===== src/rtl/sng_encoder_pkg.sv =====
`default_nettype none
// ============================================================================
//  Module      : sng_pkg
//  Description : Shared constants and state type for the stochastic number
//                generator (SNG) encoder and its LFSR.
//  Revision    : 1.0 - initial release
// ============================================================================
package sng_pkg;

    // Width of the pseudo-random source
    localparam int LFSR_WIDTH = 8;

    // Feedback taps for x^8+x^6+x^5+x^4+1 with a left shift (bits 7,5,4,3)
    localparam logic [LFSR_WIDTH-1:0] LFSR_TAP_MASK = 8'hB8;

    // Non-zero fallback seed; an all-zero LFSR would lock up
    localparam logic [LFSR_WIDTH-1:0] DEFAULT_SEED = 8'h01;

    // Encoder control states
    typedef enum logic [1:0] {
        IDLE = 2'd0,
        GEN  = 2'd1,
        HOLD = 2'd2
    } sng_state_e;

endpackage
`default_nettype wire


===== src/rtl/sng_encoder_if.sv =====
`default_nettype none
// ============================================================================
//  Module      : sng_encoder_if
//  Description : Probability-in / bitstream-out handshake bundle for the
//                SNG encoder. The encoder connects through the slave modport.
//  Revision    : 1.0 - initial release
// ============================================================================
interface sng_encoder_if #(
    parameter int STREAM_LEN = 8
);
    logic [7:0]            in_prob;
    logic                  in_valid;
    logic                  in_ready;
    logic [STREAM_LEN-1:0] out_data;
    logic                  out_valid;
    logic                  out_ready;

    // Producer of probabilities / consumer of bitstream words
    modport master (
        output in_prob,
        output in_valid,
        output out_ready,
        input  in_ready,
        input  out_data,
        input  out_valid
    );

    // The encoder itself
    modport slave (
        input  in_prob,
        input  in_valid,
        input  out_ready,
        output in_ready,
        output out_data,
        output out_valid
    );
endinterface
`default_nettype wire


===== src/rtl/sng_encoder_lfsr8.sv =====
`default_nettype none
// ============================================================================
//  Module      : lfsr8
//  Description : 8-bit Fibonacci LFSR, x^8+x^6+x^5+x^4+1, left shift.
//                Loads the seed on reset and steps only while en is high.
//  Revision    : 1.0 - initial release
// ============================================================================
module lfsr8
    import sng_pkg::*;
(
    input  wire logic                  clk,
    input  wire logic                  rst,
    input  wire logic                  en,
    input  wire logic [LFSR_WIDTH-1:0] seed,
    output logic      [LFSR_WIDTH-1:0] state
);

    logic [LFSR_WIDTH-1:0] state_q;
    logic [LFSR_WIDTH-1:0] state_d;
    logic [LFSR_WIDTH-1:0] seed_safe;

    // A zero seed would lock the register at zero, so substitute the default
    assign seed_safe = (seed == '0) ? DEFAULT_SEED : seed;

    // Next value: shift left, feedback is the parity of the tapped bits
    always_comb begin
        state_d = state_q;
        if (en) begin
            state_d = {state_q[LFSR_WIDTH-2:0], ^(state_q & LFSR_TAP_MASK)};
        end
    end

    // State register, reloaded from the seed on reset
    always_ff @(posedge clk) begin
        if (rst) begin
            state_q <= seed_safe;
        end else begin
            state_q <= state_d;
        end
    end

    assign state = state_q;

endmodule
`default_nettype wire


===== src/rtl/sng_encoder.sv =====
`default_nettype none
// ============================================================================
//  Module      : sng_encoder
//  Description : Converts an 8-bit probability code p into a STREAM_LEN-bit
//                stochastic word whose ones-density approximates p/255.
//                Bit i = (lfsr <= p) for the i-th LFSR value of the word,
//                first comparison in the LSB. The LFSR runs only while
//                generating and carries on across words.
//  Revision    : 1.0 - initial release
// ============================================================================
module sng_encoder
    import sng_pkg::*;
#(
    parameter int               STREAM_LEN = 8,
    parameter logic [7:0]       SEED       = 8'h01
)(
    input  wire logic    clk,
    input  wire logic    rst,
    sng_encoder_if.slave bus
);

    // Index counter wide enough for STREAM_LEN up to 16
    localparam int              IDX_W    = 5;
    localparam logic [IDX_W-1:0] LAST_IDX = IDX_W'(STREAM_LEN - 1);

    localparam logic [1:0] S_IDLE = IDLE;
    localparam logic [1:0] S_GEN  = GEN;
    localparam logic [1:0] S_HOLD = HOLD;

    logic [1:0]            state_q, state_d;
    logic [IDX_W-1:0]      idx_q,   idx_d;
    logic [7:0]            p_q,     p_d;
    logic [STREAM_LEN-1:0] data_q,  data_d;

    logic [LFSR_WIDTH-1:0] lfsr_val;
    logic                  lfsr_en;
    logic                  cmp_bit;

    // The random source only advances while a word is being generated
    assign lfsr_en = (state_q == S_GEN);

    lfsr8 u_lfsr (
        .clk   (clk),
        .rst   (rst),
        .en    (lfsr_en),
        .seed  (SEED),
        .state (lfsr_val)
    );

    // Unsigned compare; lfsr is never 0 so p=0 gives 0 and p=255 gives 1
    assign cmp_bit = (lfsr_val <= p_q);

    // FSM, bit index and word assembly
    always_comb begin
        state_d = state_q;
        idx_d   = idx_q;
        p_d     = p_q;
        data_d  = data_q;
        case (state_q)
            S_IDLE: begin
                if (bus.in_valid) begin
                    p_d     = bus.in_prob;
                    idx_d   = '0;
                    data_d  = '0;
                    state_d = S_GEN;
                end
            end
            S_GEN: begin
                for (int i = 0; i < STREAM_LEN; i++) begin
                    if (idx_q == IDX_W'(i)) begin
                        data_d[i] = cmp_bit;
                    end
                end
                idx_d = idx_q + 1'b1;
                if (idx_q == LAST_IDX) begin
                    state_d = S_HOLD;
                end
            end
            S_HOLD: begin
                if (bus.out_ready) begin
                    state_d = S_IDLE;
                end
            end
            default: begin
                state_d = S_IDLE;
            end
        endcase
    end

    // Registers; reset abandons any word in flight and restarts the sequence
    always_ff @(posedge clk) begin
        if (rst) begin
            state_q <= S_IDLE;
            idx_q   <= '0;
            p_q     <= '0;
            data_q  <= '0;
        end else begin
            state_q <= state_d;
            idx_q   <= idx_d;
            p_q     <= p_d;
            data_q  <= data_d;
        end
    end

    // Handshake outputs are pure state decodes; data comes straight from a register
    assign bus.in_ready  = (state_q == S_IDLE);
    assign bus.out_valid = (state_q == S_HOLD);
    assign bus.out_data  = data_q;

endmodule
`default_nettype wire


===== src/flat_wrapper.sv =====
// flat-port wrapper written by rule: the top's interface ports become plain ports
module sng_encoder_flat import sng_pkg::*;
#(
    parameter int               STREAM_LEN = 8,
    parameter logic [7:0]       SEED       = 8'h01
)
  (clk, rst, bus_in_prob, bus_in_valid, bus_out_ready, bus_in_ready, bus_out_data, bus_out_valid);
  sng_encoder_if #(.STREAM_LEN(STREAM_LEN)) bus_i ();
  input  wire logic clk;
  input  wire logic rst;
  input wire logic [$bits(bus_i.in_prob)-1:0] bus_in_prob;
  input wire logic [$bits(bus_i.in_valid)-1:0] bus_in_valid;
  input wire logic [$bits(bus_i.out_ready)-1:0] bus_out_ready;
  output wire logic [$bits(bus_i.in_ready)-1:0] bus_in_ready;
  output wire logic [$bits(bus_i.out_data)-1:0] bus_out_data;
  output wire logic [$bits(bus_i.out_valid)-1:0] bus_out_valid;
  assign bus_i.in_prob = bus_in_prob;
  assign bus_i.in_valid = bus_in_valid;
  assign bus_i.out_ready = bus_out_ready;
  assign bus_in_ready = bus_i.in_ready;
  assign bus_out_data = bus_i.out_data;
  assign bus_out_valid = bus_i.out_valid;
  sng_encoder #(.STREAM_LEN(STREAM_LEN), .SEED(SEED)) u_core (.clk(clk), .rst(rst), .bus(bus_i));
endmodule

===== config.mk =====
export PLATFORM = sky130hd
export DESIGN_NAME = sng_encoder_flat
export DESIGN_NICKNAME = d
export VERILOG_FILES = /design/src/rtl/sng_encoder_pkg.sv /design/src/rtl/sng_encoder_if.sv /design/src/rtl/sng_encoder_lfsr8.sv /design/src/rtl/sng_encoder.sv /design/src/flat_wrapper.sv
export SDC_FILE = /design/constraint.sdc
export NUM_CORES = 1
export LEC_CHECK = 0
export BUFFER_PORTS_ARGS = -buffer_cell sky130_fd_sc_hd__buf_2
export CAP_MARGIN = 10
export CORE_ASPECT_RATIO = 0.6
export CORE_MARGIN = 2
export CORE_UTILIZATION = 55
export CTS_BUF_LIST = sky130_fd_sc_hd__clkbuf_16
export CTS_CLUSTER_DIAMETER = 200
export CTS_CLUSTER_SIZE = 16
export DETAILED_ROUTE_END_ITERATION = 8
export MAX_ROUTING_LAYER = met4
export PLACE_DENSITY = 0.77
export SLEW_MARGIN = 20
export SYNTH_ARGS = -nofsm -noshare
export SYNTH_HDL_FRONTEND = slang
export SYNTH_SLANG_ARGS = --single-unit

===== constraint.sdc =====
create_clock -name clk -period 2.3 [get_ports clk]
set_clock_uncertainty 0.15 [all_clocks]
set_input_delay 0.46 -clock clk [delete_from_list [all_inputs] [get_ports clk]]
set_output_delay 0.46 -clock clk [all_outputs]
set_load 0.03 [all_outputs]

==> metrics, run 1 <==
WL/cell 13.7 um; Initial Util 0.570; Synth area leaders dfxtp_1 38%, ha_1 9.3%, nand2_1 9.3%; met1 wire length 1690 um; non-filler cells, final 263; Synth warnings 0; flop2flop setup slack 0.23 ns; Die H 46.0 um; Yosys top cell by area dfxtp_1; # clock sinks 31; first-pass GRT wire length 6190 um; Worst path slowest cell a31oi_1; Tightest Pin Transition 0.731 ns; Port-buffer cells 21; Met2 Wirelength 1640 um; clock buffer depth 2; core area 2830 um^2; # hold bufs at CTS 0; Worst VDD drop 441 uV; Crit. End Element register; most frequent cell after synthesis nand2_1; Avg Cell Area, Syn 8.16 um^2; Register Area 621 um^2; CTS Buf Count 5; Post-synth EDFFs 0; total length of routed wires 3620 um; Mapped Cells 198; post-route ant nets 0; Mapped Area 1620 um^2; Remaining DRCs 0; Hold Crit Class input pin to register; Final Max Slew Viols 0; Reg2Reg Depth 5; later-pin clock latency in the skew report 0.28 ns; vias in the first global route 1,307; CP Data Required Time 2.34 ns; status complete, no violations; largest net degree at the start of global routing 32; crit path time final 2.07 ns; diodes inserted 0; worst relative slew slack 0.510; Max Cap Violations 0; TritonCTS clock tree done; dominant synthesized flop cell dfxtp_1; die area 3400 um^2; Critical Path Sink u_core.bus.out_data[7]; area delta synth->final 17.5%; layout cell share with drive strength beyond 1 0.181; Filler cells 252; final hold viol count 0; setup TNS 0 ns; Hold Crit Depth 3; most frequent cells after synthesis 40 x nand2_1, 31 x dfxtp_1, 20 x a21oi_1; routed length on met3 262 um; I/O pin total 22; Fmax achieved 483 MHz; die width 74.0 um; Vias/cell 5.35; Critical Path Start u_core.u_lfsr.state[7]; PD cells 702 nW/um^2; async set-reset flop share out of synthesis 0; area of the multi-input gates 917 um^2; post-CTS sizing 0; Reg2Reg Launch Point u_core.u_lfsr.state[7]; post-synth cell types 35; GP Congestion 0.849; number of cell rows 15; Crit path largest cell delay 0.56 ns; crit path launch type register; Iter 0 DRT Violations 80; RSZ-0062 raised after global routing no; DP HPWL 2600 um; Final Setup Violations 0; critical path arrival 2.11 ns; part of the Yosys area used for sequential elements 0.384; Cells after DPL 255; initial antenna violation count 0; critical setup path kind register to register; H-Tree Depth 2; Net Count, Synth 222; CP max FO 8; clk root buf clkbuf_16; first-pass iteration count of the detailed router 4; GRT Util Overall 0.260; clk slew on worst S/H paths 0.05 ns; setup repair bufs after CTS 0; final-stage net count 244; fin crit share 0.900; DR top layer met4; CP Cell Sequence ha_1 -> a211o_1 -> a31oi_1 -> nand2_1 -> o21ai_0; r2r endpoint u_core.bus.out_data[7]; grt ovf 0; Leak 0.000763 uW; post-synth top area share 0.384; #FFs+latches synth 31; detailed-route via count 1,408
## worst max-delay path, delay by kind of cell (launching register included)
kind                       cells  cell delay [ns]
AOI/OAI and AO/OA              3             1.08
adders and majority gates      1             0.34
DFF                            1             0.33
and+or+nand+nor                1             0.09
## metrics by stage
stage	hold WS (ns)	area [um^2]	setup WS, ns	power (uW)	util
2_1_floorplan	0.282	1620	0.587	677	-
3_3_place_gp	0.294	1750	0.385	712	0.619
3_5_place_dp	0.297	1750	0.226	720	0.619
4_1_cts	0.262	1890	0.221	1340	0.668
5_1_grt	0.271	1900	0.0676	1390	0.670
6_report	0.268	1900	0.230	1330	0.670
## state kept, by name, summed over array words and instances, names as in the netlist
name	cells
u_core.idx_q	5
u_core.bus.out_data	8
u_core.state_q	2
u_core.u_lfsr.state	8
u_core.p_q	8
## placed cells by master (no fill, tap or decap), types with 2 or more instances in the layout
cell / synthesis / routed
clkbuf_16: 0 / 5
nor2_1: 13 / 13
dfxtp_1: 31 / 31
inv_1: 11 / 11
mux2i_1: 8 / 8
clkinv_2: 0 / 3
a22oi_1: 2 / 2
xnor2_1: 2 / 2
o21ai_0: 4 / 4
buf_2: 4 / 21
nand2_1: 40 / 40
nand2b_1: 5 / 5
ha_1: 12 / 12
a211o_1: 2 / 2
nor2b_1: 3 / 3
nor2_2: 4 / 4
a21oi_1: 20 / 20
nor3_1: 3 / 2
buf_4: 1 / 3
nand4_1: 4 / 4
nor3b_1: 8 / 8
o21ai_1: 4 / 4
## how the worst min path moves through the flow
stage | start | endpoint | slack [ns]
CTS | bus_in_prob[3] | u_core.p_q[3] | 0.26
finish | bus_in_prob[6] | u_core.p_q[6] | 0.27
global route | bus_in_prob[3] | u_core.p_q[3] | 0.27
global placement | u_core.u_lfsr.state[0] | u_core.u_lfsr.state[1] | 0.29
floorplan | u_core.u_lfsr.state[0] | u_core.u_lfsr.state[1] | 0.28
detailed placement | u_core.u_lfsr.state[0] | u_core.u_lfsr.state[1] | 0.30
## where the power goes
part           total (uW)  internal (uW)  leakage, uW  switching, uW
Combinational         142           50.5     0.000437           91.7
Sequential            570            556     0.000252           14.4
Clock                 621            393    0.0000733            228
## logic make-up after synthesis
| group | count (synthesis) | share of synthesized area |
|---|---|---|
| compound gates | 36 | 0.125 |
| mux | 10 | 0.0635 |
| fa+ha+maj | 12 | 0.0929 |
| buf+inv | 20 | 0.0519 |
| flops | 31 | 0.384 |
| simple gates | 86 | 0.267 |
| xor+xnor | 3 | 0.0163 |
## layout make-up
| type | count | share of cell area |
|---|---|---|
| Multi-Input combinational cell | 147 | 0.483 |
| Sequential cell | 31 | 0.327 |
| Timing Repair Buffer | 24 | 0.0672 |
| Clock buffer | 5 | 0.0659 |
| Tap cell | 42 | 0.0277 |
| Inverter | 11 | 0.0217 |
| Clock inverter | 3 | 0.00791 |
## per-layer routing
layer	global-route usage	up-vias
met4	0.124	0
met5	-	-
li1	-	713
met2	0.363	43
met3	0.0730	2
met1	0.346	650
Note: power is estimated with default switching activity, not from simulation.
==> run 2, diff against run 1 <==
--- a/config.mk
+++ b/config.mk
@@ -15,7 +15,7 @@
 export CTS_CLUSTER_SIZE = 16
 export DETAILED_ROUTE_END_ITERATION = 8
 export MAX_ROUTING_LAYER = met4
-export PLACE_DENSITY = 0.77
+export PLACE_DENSITY = 0.8
 export SLEW_MARGIN = 20
 export SYNTH_ARGS = -nofsm -noshare
 export SYNTH_HDL_FRONTEND = slang
==> run 2 against run 1 <==
Compared with the run above: die area unchanged; routed wire length down 2.5%; first-iteration DRC count is 7.5% higher; flip-flop and latch count stayed put; largest cell class unchanged; clock power rose by 0.8%.
==> metrics, run 2 (synthesis results as in run 1) <==
clock buffer depth 2; Vias/cell 5.26; final hold viol count 0; worst path bufs/invs 1; Hold Crit Class input pin to register; initial antenna violation count 0; Final Max Slew Viols 0; Max Cap Violations 0; Leak 0.000781 uW; Worst path slowest cell dfxtp_1; Initial Util 0.570; # clock sinks 31; fin crit share 0.781; setup TNS 0 ns; CP max FO 10; status complete, no violations; RSZ-0062 raised after global routing no; H-Tree Depth 2; Die H 46.0 um; Remaining DRCs 0; diodes inserted 0; first-pass GRT wire length 5580 um; Crit. End Element output pin; clk root buf clkbuf_16; critical path arrival 1.19 ns; TritonCTS clock tree done; die area 3400 um^2; Final Setup Violations 0; WL/cell 13.2 um; final-stage net count 248; I/O pin total 22; setup repair bufs after CTS 0; Crit path largest cell delay 0.48 ns; GP Congestion 0.843; Filler cells 220; area of the multi-input gates 912 um^2; die width 74.0 um; Register Area 621 um^2; final worst setup slack 0.503 ns; most frequent cells in the layout 40 x nand2_1, 31 x dfxtp_1, 21 x buf_2; detailed-route via count 1,405; Iter 0 DRT Violations 86; Tot Pwr 1350 uW; post-CTS sizing 0; later-pin clock latency in the skew report 0.28 ns; first-pass iteration count of the detailed router 4; crit path launch type register; core area 2830 um^2; # hold bufs at CTS 0; area delta synth->final 19.0%; cell family contributing the most delay on the critical path flip-flops; critical setup path kind register to output pin; Tightest Pin Transition 0.432 ns; post-route ant nets 0; commonest non-fill, non-tap cell in the layout nand2_1; PD cells 701 nW/um^2; DP HPWL 2450 um; CTS Buf Count 5; Fmax achieved 556 MHz; total length of routed wires 3530 um; grt ovf 0; crit path time final 1.80 ns; number of cell rows 15; clk slew on worst S/H paths 0.05 ns; vias in the first global route 1,200; largest net degree at the start of global routing 17; CP Data Required Time 1.69 ns; worst relative slew slack 0.711; GRT Util Overall 0.236; setup slack after placement 0.549 ns; Port-buffer cells 21; Worst VDD drop 558 uV; CP Cell Sequence nor2b_1 -> buf_2; layout cell share with drive strength beyond 1 0.191
-- run 2: changes by cell type in the layout (fill, tap and decap cells not counted), sizes merged --
| cell | previous run | this run |
|---|---|---|
| buf | 24 | 28 |
-- run 2: final timing paths --
kind                                         from                endpoint  slack (ns)  cells after the start
worst min-delay path               bus_in_prob[3]           u_core.p_q[3]        0.27                      3
worst min register to register      u_core.p_q[7]           u_core.p_q[7]        0.30                      2
worst max-delay path            u_core.state_q[1]           bus_out_valid        0.50                      2
worst max register to register  u_core.state_q[0]  u_core.bus.out_data[1]        0.54                      4
-- run 2: through the flow --
step	instance area, um^2	hold WS [ns]	util	cells
after global routing	1920	0.278	0.679	267
after floorplan	1620	0.282	-	198
after global placement	1780	0.295	0.630	259
after CTS	1920	0.265	0.679	267
after detailed placement	1780	0.299	0.630	259
final	1920	0.271	0.679	267
-- run 2: final cells by class --
cell class                 instances  share of cell area
clock buffer                       5              0.0650
clock inverter                     3             0.00780
inverter                          11              0.0215
multi-input combinational        147               0.474
sequential                        31               0.322
tap                               42              0.0273
timing repair buffer              28              0.0819
-- run 2: worst register-to-register path, cell delays in order (launching register included) --
cell and delay, ns:
dfxtp_1 0.51, or4b_4 0.57, nor2_2 0.17, mux2i_1 0.18, o21ai_1 0.07
-- run 2: metal layers --
layer	vias to the layer above	wire length, um	global-route usage
li1	722	-	-
met1	647	1760	0.315
met2	28	1530	0.329
met3	8	179	0.0730
met4	0	62	0.0982
met5	-	0	-
-- run 2: where the power goes --
part           internal, uW  switching (uW)  leakage, uW  total [uW]
combinational          58.9            93.6     0.000456         152
sequential              556            13.8     0.000252         570
clock                   394             232    0.0000733         626
total                  1010             340     0.000781        1350
